**src/rtl/mem_port_arbiter.sv**
```systemverilog
// ---------------------------------------------------------------------------
// mem_port_arbiter
//
// Shares one memory port between the instruction-fetch requester (if_*) and
// the load/store requester (dm_*). One transaction is held on the port until
// the memory acknowledges it. The block then spends one RESP cycle pulsing
// the requester's done, and returns to IDLE to arbitrate again. Simultaneous
// requests are granted round-robin: the requester that did not own the port
// last wins. Every output is a register.
//
// Optional feature (compile-time macro ARB_TIMEOUT_EN):
//   Each access is bounded to TIMEOUT_CYC cycles. On expiry the access ends
//   with done=1, err=1 and rdata=0. When the macro is undefined there is no
//   counter, err stays 0 and an access waits for mem_ack indefinitely.
//
// Ports:
//   clk, rst_n        clock (rising edge), asynchronous active-low reset
//   if_req/if_addr    fetch request (level, held until if_done) and address
//   if_gnt/if_done    fetch owns the port / one-cycle completion pulse
//   if_rdata          fetched word
//   dm_req/dm_we      data request (level, held until dm_done), 1 = store
//   dm_addr/dm_wdata  data address and store data
//   dm_gnt/dm_done    data access owns the port / one-cycle completion pulse
//   dm_rdata          load data (unchanged by stores)
//   mem_req/mem_we    memory request (held until mem_ack), write enable
//   mem_addr/mem_wdata  memory address and write data
//   mem_ack/mem_rdata memory completion, read data valid with mem_ack
//   err               timeout flag, pulses together with done
// ---------------------------------------------------------------------------
module mem_port_arbiter #(
  parameter int ADDR_W      = 32,
  parameter int DATA_W      = 32,
  parameter int TIMEOUT_CYC = 16
) (
  input  logic              clk,
  input  logic              rst_n,
  input  logic              if_req,
  input  logic [ADDR_W-1:0] if_addr,
  output logic              if_gnt,
  output logic              if_done,
  output logic [DATA_W-1:0] if_rdata,
  input  logic              dm_req,
  input  logic              dm_we,
  input  logic [ADDR_W-1:0] dm_addr,
  input  logic [DATA_W-1:0] dm_wdata,
  output logic              dm_gnt,
  output logic              dm_done,
  output logic [DATA_W-1:0] dm_rdata,
  output logic              mem_req,
  output logic              mem_we,
  output logic [ADDR_W-1:0] mem_addr,
  output logic [DATA_W-1:0] mem_wdata,
  input  logic              mem_ack,
  input  logic [DATA_W-1:0] mem_rdata,
  output logic              err
);

  typedef enum logic [1:0] {IDLE, ACC_IF, ACC_DM, RESP} state_t;
  typedef enum logic {OWN_IF, OWN_DM} owner_t;

  state_t state;
  owner_t last_owner;

  // DM wins when it asks alone, or on a tie when IF owned the port last.
  logic pick_dm;
  assign pick_dm = dm_req && (!if_req || last_owner == OWN_IF);

  // tmo_hit: the access must end this cycle because its time budget is spent.
  logic tmo_hit;

`ifdef ARB_TIMEOUT_EN
  localparam int CNT_W = $clog2(TIMEOUT_CYC + 1);
  localparam logic [CNT_W-1:0] CNT_LIMIT = CNT_W'(TIMEOUT_CYC);

  logic [CNT_W-1:0] tmo_cnt;

  // The limit is "reached" on the edge that would bring the count to
  // TIMEOUT_CYC, so an access holds mem_req for exactly TIMEOUT_CYC cycles.
  // An ack in that same cycle takes priority.
  assign tmo_hit = (state == ACC_IF || state == ACC_DM) && !mem_ack &&
                   (tmo_cnt + CNT_W'(1) == CNT_LIMIT);

  // Cleared in IDLE, so it always starts at zero on entry to an access.
  always_ff @(posedge clk or negedge rst_n) begin
    if (!rst_n) begin
      tmo_cnt <= '0;
    end else if (state == ACC_IF || state == ACC_DM) begin
      tmo_cnt <= tmo_cnt + CNT_W'(1);
    end else begin
      tmo_cnt <= '0;
    end
  end
`else
  assign tmo_hit = 1'b0;

  // The timeout length has no function in this build.
  logic unused_tmo;
  assign unused_tmo = (TIMEOUT_CYC > 0);
`endif

  // NOTE: every register here is assigned with <= so that all updates in a
  // cycle see the pre-edge values; mixing in blocking writes would make the
  // result depend on statement order.
  always_ff @(posedge clk or negedge rst_n) begin
    if (!rst_n) begin
      state      <= IDLE;
      last_owner <= OWN_IF;
      if_gnt     <= 1'b0;
      if_done    <= 1'b0;
      if_rdata   <= '0;
      dm_gnt     <= 1'b0;
      dm_done    <= 1'b0;
      dm_rdata   <= '0;
      mem_req    <= 1'b0;
      mem_we     <= 1'b0;
      mem_addr   <= '0;
      mem_wdata  <= '0;
      err        <= 1'b0;
    end else begin
      case (state)
        IDLE: begin
          // mem_ack is ignored here: no access is outstanding.
          if (pick_dm) begin
            state      <= ACC_DM;
            last_owner <= OWN_DM;
            dm_gnt     <= 1'b1;
            mem_req    <= 1'b1;
            mem_we     <= dm_we;
            mem_addr   <= dm_addr;
            mem_wdata  <= dm_wdata;
          end else if (if_req) begin
            state      <= ACC_IF;
            last_owner <= OWN_IF;
            if_gnt     <= 1'b1;
            mem_req    <= 1'b1;
            mem_we     <= 1'b0;
            mem_addr   <= if_addr;
            mem_wdata  <= '0;
          end
        end

        ACC_IF, ACC_DM: begin
          // mem_* outputs hold their values until the access ends.
          if (mem_ack || tmo_hit) begin
            state   <= RESP;
            mem_req <= 1'b0;
            if_gnt  <= 1'b0;
            dm_gnt  <= 1'b0;
            err     <= tmo_hit;
            if (state == ACC_IF) begin
              if_done  <= 1'b1;
              if_rdata <= tmo_hit ? '0 : mem_rdata;
            end else begin
              dm_done <= 1'b1;
              if (tmo_hit) begin
                dm_rdata <= '0;
              end else if (!mem_we) begin
                dm_rdata <= mem_rdata;
              end
            end
          end
        end

        RESP: begin
          // Requests are not looked at here; the owner drops req this cycle.
          if_done <= 1'b0;
          dm_done <= 1'b0;
          err     <= 1'b0;
          state   <= IDLE;
        end

        default: state <= IDLE;
      endcase
    end
  end

endmodule
```
**config.mk**
```make
export PLATFORM = sky130hd
export DESIGN_NAME = mem_port_arbiter
export DESIGN_NICKNAME = d
export VERILOG_FILES = /design/src/rtl/mem_port_arbiter.sv
export SDC_FILE = /design/constraint.sdc
export NUM_CORES = 1
export LEC_CHECK = 0
export BUFFER_PORTS_ARGS = -buffer_cell sky130_fd_sc_hd__clkbuf_2
export CORE_MARGIN = 4
export CORE_UTILIZATION = 46
export DETAILED_ROUTE_END_ITERATION = 8
export GPL_TIMING_DRIVEN = 0
export MAX_ROUTING_LAYER = met4
export PLACE_DENSITY = 0.8
export SLEW_MARGIN = 30
export SYNTH_ARGS = -nofsm -noshare
export SYNTH_HDL_FRONTEND = slang
export SYNTH_SLANG_ARGS = --single-unit
```
**constraint.sdc**
```tcl
create_clock -name clk -period 2.3 [get_ports clk]
set_input_delay 0.23 -clock clk [delete_from_list [all_inputs] [get_ports clk]]
set_output_delay 0.23 -clock clk [all_outputs]
set_load 0.005 [all_outputs]
```
==> results of run 1 <==
synth_stat cells:
library cell	count
nor4b_4	1
buf_1	3
nand2_1	34
buf_4	1
or2_2	1
nand2b_1	2
inv_2	1
clkbuf_1	5
o21ai_0	2
a31oi_1	3
inv_1	5
mux2_2	62
a21o_1	1
nor2_2	1
mux2i_1	6
o21a_1	1
conb_1	1
o22a_1	1
o2bb2ai_1	4
a21oi_1	65
dfrtp_1	137
a22o_1	33
nor2_1	32
ha_1	5
a21bo_2	1
a21boi_1	1
o211ai_1	1
buf_2	16
buf_6	3
mux2_1	2
area by class of cell:
| cell class | count | area [um^2] | area share [%] |
|---|---|---|---|
| clock buffers | 18 | 429 | 5.60 |
| well taps | 143 | 179 | 2.33 |
| repair buffers | 270 | 1390 | 18.1 |
| flip-flops and latches | 137 | 3430 | 44.7 |
| inverters | 6 | 22.5 | 0.294 |
| clock inverters | 14 | 198 | 2.58 |
| plain buffers | 28 | 151 | 1.97 |
| multi-input cells | 260 | 1870 | 24.4 |
registers in the layout, indices dropped and copies added, names as in the netlist:
| register | flops |
|---|---|
| dm_gnt | 1 |
| last_owner | 1 |
| if_done | 1 |
| state | 2 |
| dm_done | 1 |
| if_gnt | 1 |
| dm_rdata | 32 |
| if_rdata | 32 |
| mem_req | 1 |
| mem_we | 1 |
| mem_wdata | 32 |
| mem_addr | 32 |
through the flow:
step	hold WS, ns	std cells	utilization (%)	power, mW	setup TNS, ns
4_1_cts	0.0132	875	66.5	11.5	0
3_3_place_gp	0.447	841	60.7	8.39	-138.26
2_1_floorplan	-0.0656	431	-	6.60	0
6_report	0.0317	876	66.6	11.4	0
5_1_grt	0.0141	876	66.6	12.2	0
3_5_place_dp	0.212	842	61.0	8.64	0
cells by family after synthesis:
kind of cell	share of synthesized area [%]
other	0.0685
AND/OR/NAND/NOR	5.42
buffers and inverters	3.18
AO/OA/AOI/OAI	13.3
multiplexers	14.3
adder cells (fa/ha/maj)	1.14
flip-flops	62.6
worst max-delay path by stage:
stage	depth (start not counted)	startpoint	slack (ns)	endpoint
final	6	state[0]	0.17	dm_rdata[27]
after global routing	6	state[0]	0.05	dm_rdata[26]
after CTS	6	state[0]	0.10	dm_rdata[27]
after detailed placement	6	state[0]	0.12	dm_rdata[27]
after global placement	1	rst_n	-1.02	mem_wdata[20]
after floorplan	6	state[0]	0.37	dm_rdata[18]
layer usage:
metal | vias to the layer above | global-route usage, %
met5 | - | -
met4 | 0 | 9.56
met3 | 30 | 5.45
met2 | 228 | 35.6
met1 | 2150 | 26.4
li1 | 2091 | -
power by group through the flow:
| stage | Clock [mW] | Combinational [mW] | Sequential (mW) |
|---|---|---|---|
| after CTS | 2.91 | 4.30 | 4.33 |
| after global routing | 3.02 | 4.71 | 4.47 |
| final | 2.86 | 4.23 | 4.33 |
| after global placement | 0 | 4.12 | 4.28 |
| after detailed placement | 0 | 4.30 | 4.35 |
| after floorplan | 0 | 2.23 | 4.36 |
worst register-to-register path: stages, from the launching register on:
cell,delay (ns)
dfrtp_1,0.40
inv_1,0.10
ha_1,0.40
inv_2,0.11
nor4b_4,0.43
buf_6,0.23
mux2_2,0.35
timing repair:
action | in CTS | in global routing
setup buffers | 0 | 1
hold buffers | 1 | 0
setup endpoints to repair | 0 | 3
endpoints found under the hold margin | 49 | 0
==> results.json, run 1 <==
{
  "cts-buffers-inserted": 17,
  "sw_frac_of_total_pct": 32.6,
  "dp_hpwl_um": 11300,
  "netlist.area_leader.share_pct": 62.6,
  "min-delay-start": "if_addr[1]",
  "num_rows": 39,
  "rsz0062_at_grt": "false",
  "dieArea_mm2": 0.0137,
  "cap_violations": 0,
  "cts_htree_levels": 4,
  "powerDensity_mw_per_mm2": 1490,
  "yosys_warnings": 0,
  "grt_pass1_wl_um": 22500,
  "path_class": "register to register",
  "hold_viol": 0,
  "critPathRequiredTime_ns": 2.59,
  "gp_congestion": 0.897,
  "cts_tree": "built",
  "synth_area_per_cell_um2": 12.7,
  "final_cell_mix": "clkbuf_2 (266), dfrtp_1 (137), a21oi_1 (65)",
  "cts_buffer_depth": 2,
  "coreArea_mm2": 0.0115,
  "io_buffers": 267,
  "initial_core_util_pct": 47.5,
  "synth_seq_cells": 137,
  "synth_top_cells_by_area": "dfrtp_1 (63%), mux2_2 (13%), a21oi_1 (5.9%)",
  "grt_overflow": 0,
  "cp_num_buf_inv": 3,
  "hold_path_class": "input port to register",
  "finalWirelength_um": 14700,
  "switchingPower_mw": 3.73,
  "diodes": 0,
  "final_common_cell": "clkbuf_2",
  "wl_per_cell_um": 16.8,
  "grt_max_degree": 89,
  "power_frac_seq_pct": 37.9,
  "wl_met3_um": 1150,
  "fp.dieH_um": 117,
  "drtIter0Drc": 316,
  "critPathMaxFanout": 10,
  "drtAntennaViolNets": 0,
  "dpl_cell_area_mm2": 0.00702,
  "cts_resized": 0,
  "hold_path_depth": 3,
  "clkTransAtPathRegs_ns": 0.06,
  "via_count": 4499,
  "ir_worst_vdd_mv": 0.611,
  "r2r_setup_slack_ns": 0.17,
  "slew_headroom_pct": 64.4,
  "max_freq_mhz": 470,
  "maxSlewViolCount": 0,
  "ios": 269,
  "start_kind": "register",
  "dpl_worst_slack_ns": 0.118,
  "cts_num_sinks": 137,
  "fin_ws_ns": 0.174,
  "grt_pass1_vias": 4557,
  "worst_pin_slew_ns": 0.532,
  "fin_area_mm2": 0.00767,
  "die_w_um": 117,
  "slowest_stage": "nor4b_4",
  "min_to": "mem_addr[1]",
  "root_buffer": "clkbuf_16",
  "path_cells": "inv_1, ha_1, inv_2, nor4b_4, buf_6, mux2_2",
  "setup-violations-final": 0,
  "post-synth-top-area-cell": "dfrtp_1",
  "crit_arrival_ns": 2.42,
  "postSynthCellCount": 431,
  "drc": 0,
  "power.share.combinational_pct": 37.1,
  "nNetsFinal": 859,
  "vias_per_cell": 5.14,
  "critPathMaxStageDelay_ns": 0.43,
  "fin_crit_ns": 2.13,
  "wl_met2_um": 7250,
  "drt-pass1-iter-count": 5,
  "wl_met1_um": 5960,
  "r2r_start": "state[0]",
  "synth_fp_nets": 570,
  "cpLargestDelayFamily": "buffers and inverters",
  "layout-drive-gt1-share_pct": 52.8,
  "ys_seq_area_share_pct": 62.6,
  "status": "completed",
  "critPathCaptureType": "register",
  "areaGrowthSynthToFinish_pct": 40.1,
  "rr_worst_depth": 6,
  "fin_skew_ns": 0.00538,
  "leakage_nw": 3.95,
  "ys_types": 30,
  "intPower_mw": 7.69,
  "grt_usage_pct": 22.0,
  "top_layer": "met4",
  "pwr-share-clk_pct": 25.0,
  "antenna_found_initial": 0,
  "timing.rr.end": "dm_rdata[27]",
  "fillerInstances": 887,
  "syn_area_mm2": 0.00547,
  "period_share_pct": 92.4,
  "clkLatencyLatePin_ns": 0.41
}
No activity file was read; power rests on OpenSTA's default activity.
==> inputs of run 2 (changes only) <==
- ABC_AREA: default -> 1
- CORE_ASPECT_RATIO: default -> 0.75
- CORE_UTILIZATION: 46 -> 47
- PLACE_DENSITY: 0.8 -> 0.81
==> results.json, run 2 <==
{
  "synth_top_flop_cell": "dfrtp_1",
  "antenna_found_initial": 0,
  "grt_pass1_vias": 5174,
  "synth_fp_nets": 788,
  "post-synth-top-area-cell": "dfrtp_1",
  "hold_path_class": "input port to register",
  "start_kind": "register",
  "wl_per_cell_um": 14.3,
  "num_rows": 34,
  "drt-pass1-iter-count": 4,
  "status": "completed",
  "dp_hpwl_um": 12100,
  "cts_buffer_depth": 2,
  "synth_common_cells": "nand2_1 (284), dfrtp_1 (137), inv_1 (72)",
  "clkLatencyLatePin_ns": 0.41,
  "cts-buffers-inserted": 17,
  "regArea_mm2": 0.00343,
  "fp.dieH_um": 103,
  "synth_edf_count": 0,
  "rsz0062_at_grt": "false",
  "crit_arrival_ns": 2.23,
  "grt_pass1_wl_um": 25600,
  "total_power_mw": 11.0,
  "via_count": 5242,
  "slew_headroom_pct": 65.0,
  "root_buffer": "clkbuf_16",
  "maxSlewViolCount": 0,
  "ys_types": 19,
  "multi_input_area_mm2": 0.00181,
  "fin_area_mm2": 0.00789,
  "critPathMaxFanout": 10,
  "hold_viol": 0,
  "initial_core_util_pct": 48.5,
  "finalWirelength_um": 16000,
  "yosys_warnings": 0,
  "synth_top_cells_by_area": "dfrtp_1 (60%), nand2_1 (19%), o21ai_0 (4.9%)",
  "max_freq_mhz": 524,
  "path_class": "register to register",
  "areaGrowthSynthToFinish_pct": 38.4,
  "dpl_cell_area_mm2": 0.00727,
  "nNetsFinal": 1076,
  "leakage_nw": 4.66,
  "cts_htree_levels": 4,
  "synth_seq_cells": 137,
  "fillerInstances": 973,
  "critPathCaptureType": "register",
  "dp.cells": 1079,
  "cp.depth": 7,
  "clkTransAtPathRegs_ns": 0.06,
  "final_common_cell": "nand2_1",
  "ys_seq_area_share_pct": 60.2,
  "vias_per_cell": 4.71,
  "drc": 0,
  "drtAntennaViolNets": 0,
  "io_buffers": 267,
  "period_share_pct": 82.9,
  "path_cells": "inv_1, ha_1, buf_2, nand4_4, clkbuf_1, nand2_1, o21ai_1",
  "fin_skew_ns": 0.00789,
  "dieArea_mm2": 0.0140,
  "final_cell_mix": "nand2_1 (284), clkbuf_2 (266), dfrtp_1 (137)",
  "synth_area_per_cell_um2": 8.78,
  "worst_pin_slew_ns": 0.524,
  "syn_area_mm2": 0.00570,
  "setup-violations-final": 0,
  "coreArea_mm2": 0.0117,
  "netlist.area_leader.share_pct": 60.2,
  "drtIter0Drc": 328,
  "stdcell_count": 1112,
  "cpLargestDelayFamily": "buffers and inverters",
  "cap_violations": 0,
  "diodes": 0,
  "cp_num_buf_inv": 3,
  "postSynthCellCount": 649,
  "slowest_stage": "clkbuf_1",
  "ios": 269,
  "cts_tree": "built",
  "gp_congestion": 0.901,
  "hold_path_depth": 3,
  "critPathMaxStageDelay_ns": 0.44,
  "grt_max_degree": 77,
  "die_w_um": 135,
  "critPathRequiredTime_ns": 2.63,
  "ir_worst_vdd_mv": 0.807,
  "powerDensity_mw_per_mm2": 1390,
  "fin_crit_ns": 1.91,
  "grt_usage_pct": 24.0,
  "cts_num_sinks": 137,
  "synth_most_common_cell": "nand2_1",
  "grt_overflow": 0,
  "rr_worst_depth": 7,
  "ys_async_sr_fraction_pct": 100,
  "layout-drive-gt1-share_pct": 34.5,
  "hold-worst-slack_ns": 0.0212
}
==> run 2: metrics by stage <==
step,setup slack [ns],TNS (ns),utilization (%)
final,0.393,0,67.2
after global routing,0.224,0,67.2
after CTS,0.368,0,67.2
after detailed placement,0.425,0,61.9
after global placement,-1.17,-158.75,61.6
after floorplan,0.785,0,-
==> run 2: final cells by class <==
class / count / area share, %
Sequential cell: 137 / 43.5
Tap cell: 162 / 2.57
Multi-Input combinational cell: 403 / 22.9
Clock inverter: 15 / 2.27
Inverter: 75 / 3.57
Buffer: 34 / 2.27
Clock buffer: 17 / 5.39
Timing Repair Buffer: 269 / 17.5
==> run 2: cells by family after synthesis <==
group                      after synthesis  synth area share [%]
other                                    1                0.0658
AOI/OAI and AO/OA                      102                  10.4
adders and majority gates                5                  1.10
and+or+nand+nor                        295                  20.2
buffers and inverters                  109                  8.08
DFF                                    137                  60.2
==> run 2: worst min-delay path, stage by stage <==
cell and delay, ns:
clkbuf_2 0.07, nand2_1 0.04, nand2_1 0.04
==> run 2: timing repair <==
action,in CTS,in global routing
endpoints found under the hold margin,61,0
resized for setup,0,0
setup buffers,0,0
hold buffers,1,0
endpoints found under the setup margin,0,0
==> run 2: power by group <==
part / internal, mW / switching, mW
combinational: 1.68 / 2.35
clock: 1.65 / 1.14
sequential: 3.53 / 0.609
==> run 2: final timing paths <==
path / slack [ns] / endpoint / start
max: 0.39 / dm_rdata[29] / state[0]
min: 0.02 / mem_wdata[30] / dm_wdata[30]
max reg2reg: 0.39 / dm_rdata[29] / state[0]
min reg2reg: 0.47 / if_gnt / if_gnt
max in group asynchronous: 1.22 / dm_rdata[1] / rst_n
min in group asynchronous: 0.34 / mem_addr[17] / rst_n
==> run 2: metal layers <==
| metal | vias up | GRT usage, % | wire (um) |
|---|---|---|---|
| met5 | - | - | 0 |
| met3 | 29 | 5.95 | 1140 |
| met4 | 0 | 8.52 | 363 |
| met2 | 189 | 38.0 | 7600 |
| met1 | 2424 | 30.7 | 6850 |
| li1 | 2600 | - | - |
